[src/rtl/etapa_ex_mem_ctl_if.sv]
// EX/MEM pipeline register bus: EX-stage data, M/WB control and
// hazard/debug controls in, registered MEM-stage copies out.
interface etapa_ex_mem_ctl_if #(
  parameter int NBITS = 32,
  parameter int REGS  = 5,
  parameter int FILTW = 2,
  parameter int CNTW  = 32
);
  logic             i_Enable;
  logic             i_Stall;
  logic             i_Flush;
  logic             i_ClearCount;
  logic             i_Valid;
  logic [NBITS-1:0] i_PC4;
  logic [NBITS-1:0] i_PCBranch;
  logic [NBITS-1:0] i_Instruction;
  logic [NBITS-1:0] i_ALU;
  logic [NBITS-1:0] i_Registro2;
  logic             i_Cero;
  logic [REGS-1:0]  i_RegistroDestino;
  logic             i_Branch;
  logic             i_MemWrite;
  logic             i_MemRead;
  logic             i_MemToReg;
  logic             i_RegWrite;
  logic [FILTW-1:0] i_TamanoFiltro;

  logic [NBITS-1:0] o_PC4;
  logic [NBITS-1:0] o_PCBranch;
  logic [NBITS-1:0] o_Instruction;
  logic [NBITS-1:0] o_ALU;
  logic [NBITS-1:0] o_Registro2;
  logic             o_Cero;
  logic [REGS-1:0]  o_RegistroDestino;
  logic             o_Branch;
  logic             o_MemWrite;
  logic             o_MemRead;
  logic [FILTW-1:0] o_TamanoFiltro;
  logic             o_MemToReg;
  logic             o_RegWrite;
  logic             o_Valid;
  logic             o_PCSrc;
  logic [CNTW-1:0]  o_InstrCount;

  modport master (
    output i_Enable, i_Stall, i_Flush, i_ClearCount, i_Valid,
           i_PC4, i_PCBranch, i_Instruction, i_ALU, i_Registro2, i_Cero,
           i_RegistroDestino, i_Branch, i_MemWrite, i_MemRead, i_MemToReg,
           i_RegWrite, i_TamanoFiltro,
    input  o_PC4, o_PCBranch, o_Instruction, o_ALU, o_Registro2, o_Cero,
           o_RegistroDestino, o_Branch, o_MemWrite, o_MemRead, o_TamanoFiltro,
           o_MemToReg, o_RegWrite, o_Valid, o_PCSrc, o_InstrCount
  );

  modport slave (
    input  i_Enable, i_Stall, i_Flush, i_ClearCount, i_Valid,
           i_PC4, i_PCBranch, i_Instruction, i_ALU, i_Registro2, i_Cero,
           i_RegistroDestino, i_Branch, i_MemWrite, i_MemRead, i_MemToReg,
           i_RegWrite, i_TamanoFiltro,
    output o_PC4, o_PCBranch, o_Instruction, o_ALU, o_Registro2, o_Cero,
           o_RegistroDestino, o_Branch, o_MemWrite, o_MemRead, o_TamanoFiltro,
           o_MemToReg, o_RegWrite, o_Valid, o_PCSrc, o_InstrCount
  );
endinterface

[src/rtl/etapa_ex_mem_ctl.sv]
// EX/MEM pipeline register: falling-edge update with priority
// reset > flush > hold > load, bubble-safe control bits, registered
// branch decision and a retired-instruction counter for debug.
module etapa_ex_mem_ctl #(
  parameter int NBITS = 32,
  parameter int REGS  = 5,
  parameter int FILTW = 2,
  parameter int CNTW  = 32
) (
  input  logic                 i_clk,
  input  logic                 i_reset_n,
  etapa_ex_mem_ctl_if.slave    bus
);

  logic [NBITS-1:0] pc4_q,   pc4_d;
  logic [NBITS-1:0] pcbr_q,  pcbr_d;
  logic [NBITS-1:0] instr_q, instr_d;
  logic [NBITS-1:0] alu_q,   alu_d;
  logic [NBITS-1:0] reg2_q,  reg2_d;
  logic             cero_q,  cero_d;
  logic [REGS-1:0]  rd_q,    rd_d;
  logic             br_q,    br_d;
  logic             memw_q,  memw_d;
  logic             memr_q,  memr_d;
  logic [FILTW-1:0] filt_q,  filt_d;
  logic             m2r_q,   m2r_d;
  logic             regw_q,  regw_d;
  logic             valid_q, valid_d;
  logic [CNTW-1:0]  cnt_q,   cnt_d;

  logic load;
  assign load = !bus.i_Flush && !bus.i_Stall && bus.i_Enable;

  // Next-state selection: flush clears the slot, hold keeps it, load copies EX.
  always_comb begin
    pc4_d   = pc4_q;
    pcbr_d  = pcbr_q;
    instr_d = instr_q;
    alu_d   = alu_q;
    reg2_d  = reg2_q;
    cero_d  = cero_q;
    rd_d    = rd_q;
    br_d    = br_q;
    memw_d  = memw_q;
    memr_d  = memr_q;
    filt_d  = filt_q;
    m2r_d   = m2r_q;
    regw_d  = regw_q;
    valid_d = valid_q;
    cnt_d   = cnt_q;

    if (bus.i_Flush) begin
      pc4_d   = '0;
      pcbr_d  = '0;
      instr_d = '0;
      alu_d   = '0;
      reg2_d  = '0;
      cero_d  = 1'b0;
      rd_d    = '0;
      br_d    = 1'b0;
      memw_d  = 1'b0;
      memr_d  = 1'b0;
      filt_d  = '0;
      m2r_d   = 1'b0;
      regw_d  = 1'b0;
      valid_d = 1'b0;
    end else if (load) begin
      pc4_d   = bus.i_PC4;
      pcbr_d  = bus.i_PCBranch;
      instr_d = bus.i_Instruction;
      alu_d   = bus.i_ALU;
      reg2_d  = bus.i_Registro2;
      cero_d  = bus.i_Cero;
      rd_d    = bus.i_RegistroDestino;
      filt_d  = bus.i_TamanoFiltro;
      // A bubble must never write memory or the register file.
      br_d    = bus.i_Branch   & bus.i_Valid;
      memw_d  = bus.i_MemWrite & bus.i_Valid;
      memr_d  = bus.i_MemRead  & bus.i_Valid;
      m2r_d   = bus.i_MemToReg & bus.i_Valid;
      regw_d  = bus.i_RegWrite & bus.i_Valid;
      valid_d = bus.i_Valid;
    end

    if (bus.i_ClearCount) begin
      cnt_d = '0;
    end else if (load && bus.i_Valid) begin
      cnt_d = cnt_q + CNTW'(1);
    end
  end

  // Pipeline state register, falling edge, asynchronous active-low reset.
  always_ff @(negedge i_clk or negedge i_reset_n) begin
    if (!i_reset_n) begin
      pc4_q   <= '0;
      pcbr_q  <= '0;
      instr_q <= '0;
      alu_q   <= '0;
      reg2_q  <= '0;
      cero_q  <= 1'b0;
      rd_q    <= '0;
      br_q    <= 1'b0;
      memw_q  <= 1'b0;
      memr_q  <= 1'b0;
      filt_q  <= '0;
      m2r_q   <= 1'b0;
      regw_q  <= 1'b0;
      valid_q <= 1'b0;
      cnt_q   <= '0;
    end else begin
      pc4_q   <= pc4_d;
      pcbr_q  <= pcbr_d;
      instr_q <= instr_d;
      alu_q   <= alu_d;
      reg2_q  <= reg2_d;
      cero_q  <= cero_d;
      rd_q    <= rd_d;
      br_q    <= br_d;
      memw_q  <= memw_d;
      memr_q  <= memr_d;
      filt_q  <= filt_d;
      m2r_q   <= m2r_d;
      regw_q  <= regw_d;
      valid_q <= valid_d;
      cnt_q   <= cnt_d;
    end
  end

  assign bus.o_PC4             = pc4_q;
  assign bus.o_PCBranch        = pcbr_q;
  assign bus.o_Instruction     = instr_q;
  assign bus.o_ALU             = alu_q;
  assign bus.o_Registro2       = reg2_q;
  assign bus.o_Cero            = cero_q;
  assign bus.o_RegistroDestino = rd_q;
  assign bus.o_Branch          = br_q;
  assign bus.o_MemWrite        = memw_q;
  assign bus.o_MemRead         = memr_q;
  assign bus.o_TamanoFiltro    = filt_q;
  assign bus.o_MemToReg        = m2r_q;
  assign bus.o_RegWrite        = regw_q;
  assign bus.o_Valid           = valid_q;
  assign bus.o_PCSrc           = br_q & cero_q & valid_q;
  assign bus.o_InstrCount      = cnt_q;

endmodule

[src/flat_wrapper.sv]
// flat-port wrapper written by rule: the top's interface ports become plain ports
module etapa_ex_mem_ctl_flat 
#(
  parameter int NBITS = 32,
  parameter int REGS  = 5,
  parameter int FILTW = 2,
  parameter int CNTW  = 32
)
  (i_clk, i_reset_n, bus_i_Enable, bus_i_Stall, bus_i_Flush, bus_i_ClearCount, bus_i_Valid, bus_i_PC4, bus_i_PCBranch, bus_i_Instruction, bus_i_ALU, bus_i_Registro2, bus_i_Cero, bus_i_RegistroDestino, bus_i_Branch, bus_i_MemWrite, bus_i_MemRead, bus_i_MemToReg, bus_i_RegWrite, bus_i_TamanoFiltro, bus_o_PC4, bus_o_PCBranch, bus_o_Instruction, bus_o_ALU, bus_o_Registro2, bus_o_Cero, bus_o_RegistroDestino, bus_o_Branch, bus_o_MemWrite, bus_o_MemRead, bus_o_TamanoFiltro, bus_o_MemToReg, bus_o_RegWrite, bus_o_Valid, bus_o_PCSrc, bus_o_InstrCount);
  etapa_ex_mem_ctl_if #(.NBITS(NBITS), .REGS(REGS), .FILTW(FILTW), .CNTW(CNTW)) bus_i ();
  input  logic i_clk;
  input  logic i_reset_n;
  input wire logic [$bits(bus_i.i_Enable)-1:0] bus_i_Enable;
  input wire logic [$bits(bus_i.i_Stall)-1:0] bus_i_Stall;
  input wire logic [$bits(bus_i.i_Flush)-1:0] bus_i_Flush;
  input wire logic [$bits(bus_i.i_ClearCount)-1:0] bus_i_ClearCount;
  input wire logic [$bits(bus_i.i_Valid)-1:0] bus_i_Valid;
  input wire logic [$bits(bus_i.i_PC4)-1:0] bus_i_PC4;
  input wire logic [$bits(bus_i.i_PCBranch)-1:0] bus_i_PCBranch;
  input wire logic [$bits(bus_i.i_Instruction)-1:0] bus_i_Instruction;
  input wire logic [$bits(bus_i.i_ALU)-1:0] bus_i_ALU;
  input wire logic [$bits(bus_i.i_Registro2)-1:0] bus_i_Registro2;
  input wire logic [$bits(bus_i.i_Cero)-1:0] bus_i_Cero;
  input wire logic [$bits(bus_i.i_RegistroDestino)-1:0] bus_i_RegistroDestino;
  input wire logic [$bits(bus_i.i_Branch)-1:0] bus_i_Branch;
  input wire logic [$bits(bus_i.i_MemWrite)-1:0] bus_i_MemWrite;
  input wire logic [$bits(bus_i.i_MemRead)-1:0] bus_i_MemRead;
  input wire logic [$bits(bus_i.i_MemToReg)-1:0] bus_i_MemToReg;
  input wire logic [$bits(bus_i.i_RegWrite)-1:0] bus_i_RegWrite;
  input wire logic [$bits(bus_i.i_TamanoFiltro)-1:0] bus_i_TamanoFiltro;
  output wire logic [$bits(bus_i.o_PC4)-1:0] bus_o_PC4;
  output wire logic [$bits(bus_i.o_PCBranch)-1:0] bus_o_PCBranch;
  output wire logic [$bits(bus_i.o_Instruction)-1:0] bus_o_Instruction;
  output wire logic [$bits(bus_i.o_ALU)-1:0] bus_o_ALU;
  output wire logic [$bits(bus_i.o_Registro2)-1:0] bus_o_Registro2;
  output wire logic [$bits(bus_i.o_Cero)-1:0] bus_o_Cero;
  output wire logic [$bits(bus_i.o_RegistroDestino)-1:0] bus_o_RegistroDestino;
  output wire logic [$bits(bus_i.o_Branch)-1:0] bus_o_Branch;
  output wire logic [$bits(bus_i.o_MemWrite)-1:0] bus_o_MemWrite;
  output wire logic [$bits(bus_i.o_MemRead)-1:0] bus_o_MemRead;
  output wire logic [$bits(bus_i.o_TamanoFiltro)-1:0] bus_o_TamanoFiltro;
  output wire logic [$bits(bus_i.o_MemToReg)-1:0] bus_o_MemToReg;
  output wire logic [$bits(bus_i.o_RegWrite)-1:0] bus_o_RegWrite;
  output wire logic [$bits(bus_i.o_Valid)-1:0] bus_o_Valid;
  output wire logic [$bits(bus_i.o_PCSrc)-1:0] bus_o_PCSrc;
  output wire logic [$bits(bus_i.o_InstrCount)-1:0] bus_o_InstrCount;
  assign bus_i.i_Enable = bus_i_Enable;
  assign bus_i.i_Stall = bus_i_Stall;
  assign bus_i.i_Flush = bus_i_Flush;
  assign bus_i.i_ClearCount = bus_i_ClearCount;
  assign bus_i.i_Valid = bus_i_Valid;
  assign bus_i.i_PC4 = bus_i_PC4;
  assign bus_i.i_PCBranch = bus_i_PCBranch;
  assign bus_i.i_Instruction = bus_i_Instruction;
  assign bus_i.i_ALU = bus_i_ALU;
  assign bus_i.i_Registro2 = bus_i_Registro2;
  assign bus_i.i_Cero = bus_i_Cero;
  assign bus_i.i_RegistroDestino = bus_i_RegistroDestino;
  assign bus_i.i_Branch = bus_i_Branch;
  assign bus_i.i_MemWrite = bus_i_MemWrite;
  assign bus_i.i_MemRead = bus_i_MemRead;
  assign bus_i.i_MemToReg = bus_i_MemToReg;
  assign bus_i.i_RegWrite = bus_i_RegWrite;
  assign bus_i.i_TamanoFiltro = bus_i_TamanoFiltro;
  assign bus_o_PC4 = bus_i.o_PC4;
  assign bus_o_PCBranch = bus_i.o_PCBranch;
  assign bus_o_Instruction = bus_i.o_Instruction;
  assign bus_o_ALU = bus_i.o_ALU;
  assign bus_o_Registro2 = bus_i.o_Registro2;
  assign bus_o_Cero = bus_i.o_Cero;
  assign bus_o_RegistroDestino = bus_i.o_RegistroDestino;
  assign bus_o_Branch = bus_i.o_Branch;
  assign bus_o_MemWrite = bus_i.o_MemWrite;
  assign bus_o_MemRead = bus_i.o_MemRead;
  assign bus_o_TamanoFiltro = bus_i.o_TamanoFiltro;
  assign bus_o_MemToReg = bus_i.o_MemToReg;
  assign bus_o_RegWrite = bus_i.o_RegWrite;
  assign bus_o_Valid = bus_i.o_Valid;
  assign bus_o_PCSrc = bus_i.o_PCSrc;
  assign bus_o_InstrCount = bus_i.o_InstrCount;
  etapa_ex_mem_ctl #(.NBITS(NBITS), .REGS(REGS), .FILTW(FILTW), .CNTW(CNTW)) u_core (.i_clk(i_clk), .i_reset_n(i_reset_n), .bus(bus_i));
endmodule
[config.mk]
export PLATFORM = sky130hd
export DESIGN_NAME = etapa_ex_mem_ctl_flat
export DESIGN_NICKNAME = d
export VERILOG_FILES = /design/src/rtl/etapa_ex_mem_ctl_if.sv /design/src/rtl/etapa_ex_mem_ctl.sv /design/src/flat_wrapper.sv
export SDC_FILE = /design/constraint.sdc
export NUM_CORES = 1
export LEC_CHECK = 0
export ABC_CLOCK_PERIOD_IN_PS = 2700
export CORE_AREA = 2 2 151 153
export DETAILED_ROUTE_END_ITERATION = 16
export DIE_AREA = 0 0 153 155
export PLACE_DENSITY = 0.72
export SYNTH_ARGS = -nofsm -noshare
export SYNTH_HDL_FRONTEND = slang
export SYNTH_SLANG_ARGS = --single-unit
[constraint.sdc]
create_clock -name i_clk -period 2.7 [get_ports i_clk]
set_input_delay 0.405 -clock i_clk [delete_from_list [all_inputs] [get_ports i_clk]]
set_output_delay 0.405 -clock i_clk [all_outputs]
set_load 0.005 [all_outputs]
==> run summary, run 1 <==
DR DRC count -> 0
simple-gate portion of the synthesized area -> 6.307%
Ant. Diodes -> 0
Crit-path slowest cell -> dfrtn_1
Crit Reg-Reg Endpoint -> u_core.bus.o_InstrCount[22]$_DFFE_NN0P_
Reg clk slew, reported paths -> 50 ps
Critical Path AT -> 2550 ps
final hold vios -> 0
core area -> 22,230 sq um
initial antenna violation count -> 1
cell count after synthesis -> 573
Synth cell types -> 29
Hold Crit Start -> u_core.bus.o_Instruction[0]$_DFFE_NN0P_
Leakage -> 0.007014 uW
top cells by area in the synthesized netlist -> dfrtn_1 (66%), a22o_1 (20%), clkbuf_1 (2.1%), a21oi_1 (1.5%), o31ai_1 (1.5%)
post-synthesis sequential area ratio -> 66.46%
cell area after synthesis -> 7756 sq um
post-synthesis area per instance -> 13.54 sq um
Yosys warnings -> 0
post-synthesis mux area share -> 0.1291%
worst slew pin tran -> 478.7 ps
Final Max Slew Viols -> 0
Max Fanout on Critical Path -> 2
H-tree Lvls -> 1
Starting Density -> 34.89%
Worst R2R Path Depth -> 7
worst-skew pair later-pin latency -> 510 ps
FP Rows -> 55
Crit path largest cell delay -> 440 ps
RSZ-0062 raised after global routing -> true
GRT Resource Usage Total -> 20.99%
most frequent cells in the layout -> dfrtn_1 (206), buf_2 (189), buf_4 (186)
number of synthesized register bits -> 206
Crit. End Element -> output port
P&R area growth vs syn -> 74.98%
grt ovf -> 0
xor/xnor cell area share of the yosys netlist -> 0.9034%
setup violators final -> 215
Synth Area in Compound Gates -> 23.29%
Final ANT Viol Nets -> 0
PD cells -> 549.9 nW/um^2
syn_nets -> 754
final setup TNS -> -20,270 ps
routed len/inst -> 18.78 um
Hold EP -> u_core.bus.o_Instruction[0]$_DFFE_NN0P_
post-placement setup slack -> -956.8 ps
cts bufs inserted -> 23
setup slack after layout -> -253.5 ps
commonest non-fill, non-tap cell in the layout -> dfrtn_1
largest net degree at the start of global routing -> 96
Startpoint Class -> flop
critical path class -> flop to output port
Hold Path Depth -> 1
die area -> 23,720 sq um
number of global-route vias before repair -> 7,185
chip width -> 153 um
largest area contributor in the netlist -> dfrtn_1
Hold Path Class -> flop to flop
final wirelength -> 27,040 um
Clock Skews -> 13.11 ps
vias per inst -> 5.022
worst endpoint required time -> 2300 ps
number of max-cap violations -> 0
Adder-Cell Fraction of Synth Area -> 0.1613%
dpl hpwl -> 18,340 um
Ports -> 387
GP Congestion -> 0.7892
max_slew headroom -> 68.09%
Pwr Total -> 7463 uW
main combinational cell family by area after synthesis -> compound AO/OA/AOI/OAI gates
Chip Height -> 155 um
Layout Nets -> 1,321
Synth top area share -> 66.46%
Num Clock Sinks -> 206
layout cells sized above 1 -> 41.65%
R2R Setup Slk -> 280 ps
failing checks -> setup timing
cells along the critical path -> and3_1 -> buf_2
Clock Path Buffers -> 3
maximum VDD drop -> 349.4 uV
first-pass GRT wire length -> 40,140 um
port bufs -> 386
CTS tree -> yes
RR Startpoint -> u_core.bus.o_InstrCount[11]$_DFFE_NN0P_
CTS root buf -> clkbuf_16
outcome -> finished, violations left
Vias -> 7,231
Iter 0 DRT Violations -> 301
Pre-antenna DRT Iters -> 4
==> cells by family (layout without fill, tap and decap cells) <==
| logic type | Yosys count | after routing |
|---|---|---|
| mux | 1 | 1 |
| xor+xnor | 8 | 8 |
| simple gates | 81 | 81 |
| buf+inv | 54 | 636 |
| compound gates | 222 | 222 |
| flops | 206 | 206 |
| fa+ha+maj | 1 | 1 |
==> per-layer routing <==
layer	GRT usage, %	up-vias	part of all wire, %
met1	26.56	3562	40
met4	6.217	2	2.5
met3	5.877	46	7.9
li1	-	3345	-
met2	35.38	276	50
met5	0	-	0.048
==> repair_timing <==
action	CTS	global route
setup endpoints to repair	408	221
gates cloned	0	0
hold buffers	0	0
buffers inserted	74	56
pin swaps	8	18
gates resized for setup	879	33
==> power by group <==
part | internal (uW) | switching [uW]
logic | 538 | 346
registers | 3230 | 67.0
clock network | 2030 | 1250
total | 5800 | 1670
==> synthesized netlist by cell type, drive strengths merged <==
cell	n
clkbuf	43
dfrtn	206
nand3	10
nor2	10
mux2i	1
inv	4
and2	4
o41ai	1
ha	1
and3	5
nor3b	1
o21ai	7
and4	5
a21oi	24
nand4	11
or4	16
xor2	6
or3	6
o31ai	16
buf	7
a21o	1
or4b	2
xnor2	2
nor4bb	1
a22o	173
nand2	10
==> critical path, delay by kind of cell (launching register included) <==
family        cells  cell delay (ps)
flops             1              440
simple gates      1              160
buf+inv           1              100
==> per-stage QoR <==
stage          utilization [%]  area [sq um]  instances  hold WS, ps
6_report                 61.06         13570       1440        446.7
5_1_grt                  61.06         13570       1440        457.2
3_3_place_gp             56.53         12560       1271        448.0
2_1_floorplan                -          7807        573        449.3
4_1_cts                  58.61         13030       1385        450.0
3_5_place_dp             56.53         12560       1271        450.9
==> how the worst max path moves through the flow <==
| stage | from | to | slack [ps] | cells past startpoint |
|---|---|---|---|---|
| after floorplan | bus_i_Stall | u_core.bus.o_InstrCount[28]$_DFFE_NN0P_ | -290 | 6 |
| after global placement | bus_i_Enable | u_core.bus.o_InstrCount[25]$_DFFE_NN0P_ | -930 | 6 |
| after detailed placement | bus_i_Enable | u_core.bus.o_InstrCount[21]$_DFFE_NN0P_ | -960 | 6 |
| after CTS | u_core.bus.o_Cero$_DFFE_NN0P_ | bus_o_PCSrc | -270 | 2 |
| after global routing | u_core.bus.o_Cero$_DFFE_NN0P_ | bus_o_PCSrc | -310 | 2 |
| final | u_core.bus.o_Valid$_DFFE_NN0P_ | bus_o_PCSrc | -250 | 2 |
==> registers in the layout (all words and copies together) (netlist names) <==
name / cells
u_core.bus.o_PCBranch: 32
u_core.bus.o_MemRead: 1
u_core.bus.o_MemWrite: 1
u_core.bus.o_MemToReg: 1
u_core.bus.o_Instruction: 32
u_core.bus.o_Branch: 1
u_core.bus.o_InstrCount: 32
u_core.bus.o_Valid: 1
u_core.bus.o_ALU: 32
u_core.bus.o_RegWrite: 1
u_core.bus.o_RegistroDestino: 5
u_core.bus.o_PC4: 32
u_core.bus.o_Cero: 1
u_core.bus.o_Registro2: 32
u_core.bus.o_TamanoFiltro: 2
==> final cells by class <==
cell class	count	area, sq um
fill	1776	8656
sequential	206	5155
timing repair buffer	592	4686
multi-input combinational	313	2576
clock buffer	31	635.6
tap	285	356.6
clock inverter	9	147.6
inverter	4	15.01
Power figures use the tool's default switching activity.
==> run 2, diff against run 1 <==
--- a/config.mk
+++ b/config.mk
@@ -9,7 +9,10 @@
 export CORE_AREA = 2 2 151 153
 export DETAILED_ROUTE_END_ITERATION = 16
 export DIE_AREA = 0 0 153 155
+export GPL_TIMING_DRIVEN = 1
 export PLACE_DENSITY = 0.72
+export SETUP_SLACK_MARGIN = 0.05
+export SLEW_MARGIN = 15
 export SYNTH_ARGS = -nofsm -noshare
 export SYNTH_HDL_FRONTEND = slang
 export SYNTH_SLANG_ARGS = --single-unit
==> run 2 against run 1 <==
  * The run still ends with setup timing left
  * First-iteration DRC count increased by 23%
  * Sequential share of layout area decreased by 0.79 points
  * Setup slack got worse by 78 ps
  * Clock skew decreased by 5.8 ps
==> run summary, run 2 (synthesis results as in run 1) <==
PD cells -> 545.1 nW/um^2 (-0.89%)
CTS root buf -> clkbuf_16
Crit. End Element -> output port
routed len/inst -> 18.63 um (-0.78%)
Final ANT Viol Nets -> 0 (unchanged)
number of max-cap violations -> 0 (unchanged)
hold_buf cts -> 0 (unchanged)
Layout Nets -> 1,330 (+0.68%)
layout cells sized above 1 -> 44.34% (+2.7 points)
setup slack after layout -> -331.2 ps (-77.66 ps)
Vias -> 7,346 (+1.6%)
worst endpoint required time -> 2300 ps (about the same)
maximum VDD drop -> 343.5 uV (-1.7%)
Ports -> 387 (unchanged)
worst slew pin tran -> 478.4 ps (-0.3492 ps)
final setup TNS -> -21,430 ps (-1161 ps)
Iter 0 DRT Violations -> 371 (+23%)
H-tree Lvls -> 1 (unchanged)
largest net degree at the start of global routing -> 69 (-28%)
Reg clk slew, reported paths -> 40 ps (about the same)
Max Fanout on Critical Path -> 2 (unchanged)
Final Max Slew Viols -> 0 (unchanged)
Chip Height -> 155 um (unchanged)
post-layout util -> 62.35% (+1.3 points)
dpl hpwl -> 18,570 um (+1.3%)
most frequent cells in the layout -> dfrtn_1 (206), buf_2 (192), buf_4 (189)
cts bufs inserted -> 23 (unchanged)
port bufs -> 386 (unchanged)
failing checks -> setup timing
fin cells -> 1,452 (+0.83%)
setup violators final -> 214 (-0.47%)
die area -> 23,720 sq um (unchanged)
chip width -> 153 um (unchanged)
critical path class -> flop to output port
first-pass GRT wire length -> 40,430 um (+0.74%)
CTS tree -> yes
core area -> 22,230 sq um (unchanged)
outcome -> finished, violations left
Crit Reg-Reg Endpoint -> u_core.bus.o_InstrCount[31]$_DFFE_NN0P_
Pre-antenna DRT Iters -> 4 (unchanged)
Leakage -> 0.007120 uW (+1.5%)
Clock Skews -> 7.353 ps (-5.762 ps)
Hold Path Class -> flop to flop
Worst R2R Path Depth -> 7 (unchanged)
critical path endpoint -> bus_o_PCSrc
GP Congestion -> 0.8081 (+2.4%)
final wirelength -> 27,050 um (about the same)
Clock Path Buffers -> 3 (unchanged)
Critical Path AT -> 2630 ps (+80 ps)
placed cell area -> 12,720 sq um (+1.3%)
Placed Cells -> 1,282 (+0.87%)
commonest non-fill, non-tap cell in the layout -> dfrtn_1
worst-skew pair later-pin latency -> 520 ps (about the same)
GRT Resource Usage Total -> 21.18% (+0.19 points)
grt ovf -> 0 (unchanged)
P&R area growth vs syn -> 78.67%
DR DRC count -> 0 (unchanged)
Num Clock Sinks -> 206 (unchanged)
Pwr Total -> 7554 uW (+1.2%)
RSZ-0062 raised after global routing -> true
max_slew headroom -> 68.11% (about the same)
RR Startpoint -> u_core.bus.o_InstrCount[2]$_DFFE_NN0P_
FP Rows -> 55 (unchanged)
final hold vios -> 0 (unchanged)
R2R Setup Slk -> 240 ps (-40 ps)
vias per inst -> 5.059 (+0.75%)
number of global-route vias before repair -> 7,213 (+0.39%)
initial antenna violation count -> 1 (unchanged)
Post-Layout Inst Area -> 13,860 sq um (+2.1%)
Startpoint Class -> flop
Starting Density -> 34.89% (unchanged)
Crit. Startpoint -> u_core.bus.o_Cero$_DFFE_NN0P_
==> run 2: cell count changes in the layout (fill, tap and decap cells not counted), sizes merged <==
cell / change
clkbuf: -2
inv: +1
diode: +1
dlygate4sd2: -1
buf: +9
clkinv: +2
clkinvlp: +1
clkdlybuf4s15: +1
==> run 2: layout make-up <==
type | instances | area, sq um
multi-input cells | 313 | 2705
diodes | 1 | 2.502
inverters | 4 | 15.01
clock inverters | 13 | 173.9
flip-flops and latches | 206 | 5155
clock buffers | 29 | 638.1
fillers | 1747 | 8369
repair buffers | 601 | 4812
well taps | 285 | 356.6
==> run 2: stage by stage <==
step	worst slack [ps]	hold slack, ps
finish	-331.2	446.6
global placement	-895.9	447.4
CTS	-326.0	450.0
global route	-386.4	458.5
floorplan	-285.7	449.3
detailed placement	-935.7	450.1
==> run 2: per-layer routing <==
layer  vias up  GRT usage, %  part of all wire, %  routed length [um]
met5         -             0                    0                   0
met4         0         6.085                  2.4                 655
met3        36         5.320                  7.3                1966
met2       313         36.60                   51               13810
met1      3634         26.51                   39               10620
li1       3363             -                    -                   -
==> run 2: timing repair <==
item	4_1_cts	5_1_grt
setup endpoints to repair	413	228
pin swaps	13	17
resized for setup	879	58
setup buffers	72	55
==> run 2: worst max-delay path, stage by stage, from the launching register on <==
cell	delay, ps
dfrtn_1	420
buf_6	100
and3_4	160
buf_6	80
==> run 2: worst min path at each step <==
| stage | startpoint | end | slack [ps] | cells past startpoint |
|---|---|---|---|---|
| final | u_core.bus.o_PCBranch[3]$_DFFE_NN0P_ | u_core.bus.o_PCBranch[3]$_DFFE_NN0P_ | 450 | 1 |
| after global routing | u_core.bus.o_ALU[16]$_DFFE_NN0P_ | u_core.bus.o_ALU[16]$_DFFE_NN0P_ | 460 | 1 |
| after CTS | u_core.bus.o_PCBranch[29]$_DFFE_NN0P_ | u_core.bus.o_PCBranch[29]$_DFFE_NN0P_ | 450 | 1 |
| after detailed placement | u_core.bus.o_ALU[23]$_DFFE_NN0P_ | u_core.bus.o_ALU[23]$_DFFE_NN0P_ | 450 | 1 |
| after global placement | u_core.bus.o_PCBranch[7]$_DFFE_NN0P_ | u_core.bus.o_PCBranch[7]$_DFFE_NN0P_ | 450 | 1 |
| after floorplan | u_core.bus.o_Valid$_DFFE_NN0P_ | u_core.bus.o_Valid$_DFFE_NN0P_ | 450 | 1 |
==> run 2: power by group <==
group | total [uW] | switching (uW) | internal [uW]
logic | 915 | 354 | 561
registers | 3300 | 65.8 | 3230
clock network | 3340 | 1280 | 2060
total | 7550 | 1700 | 5850
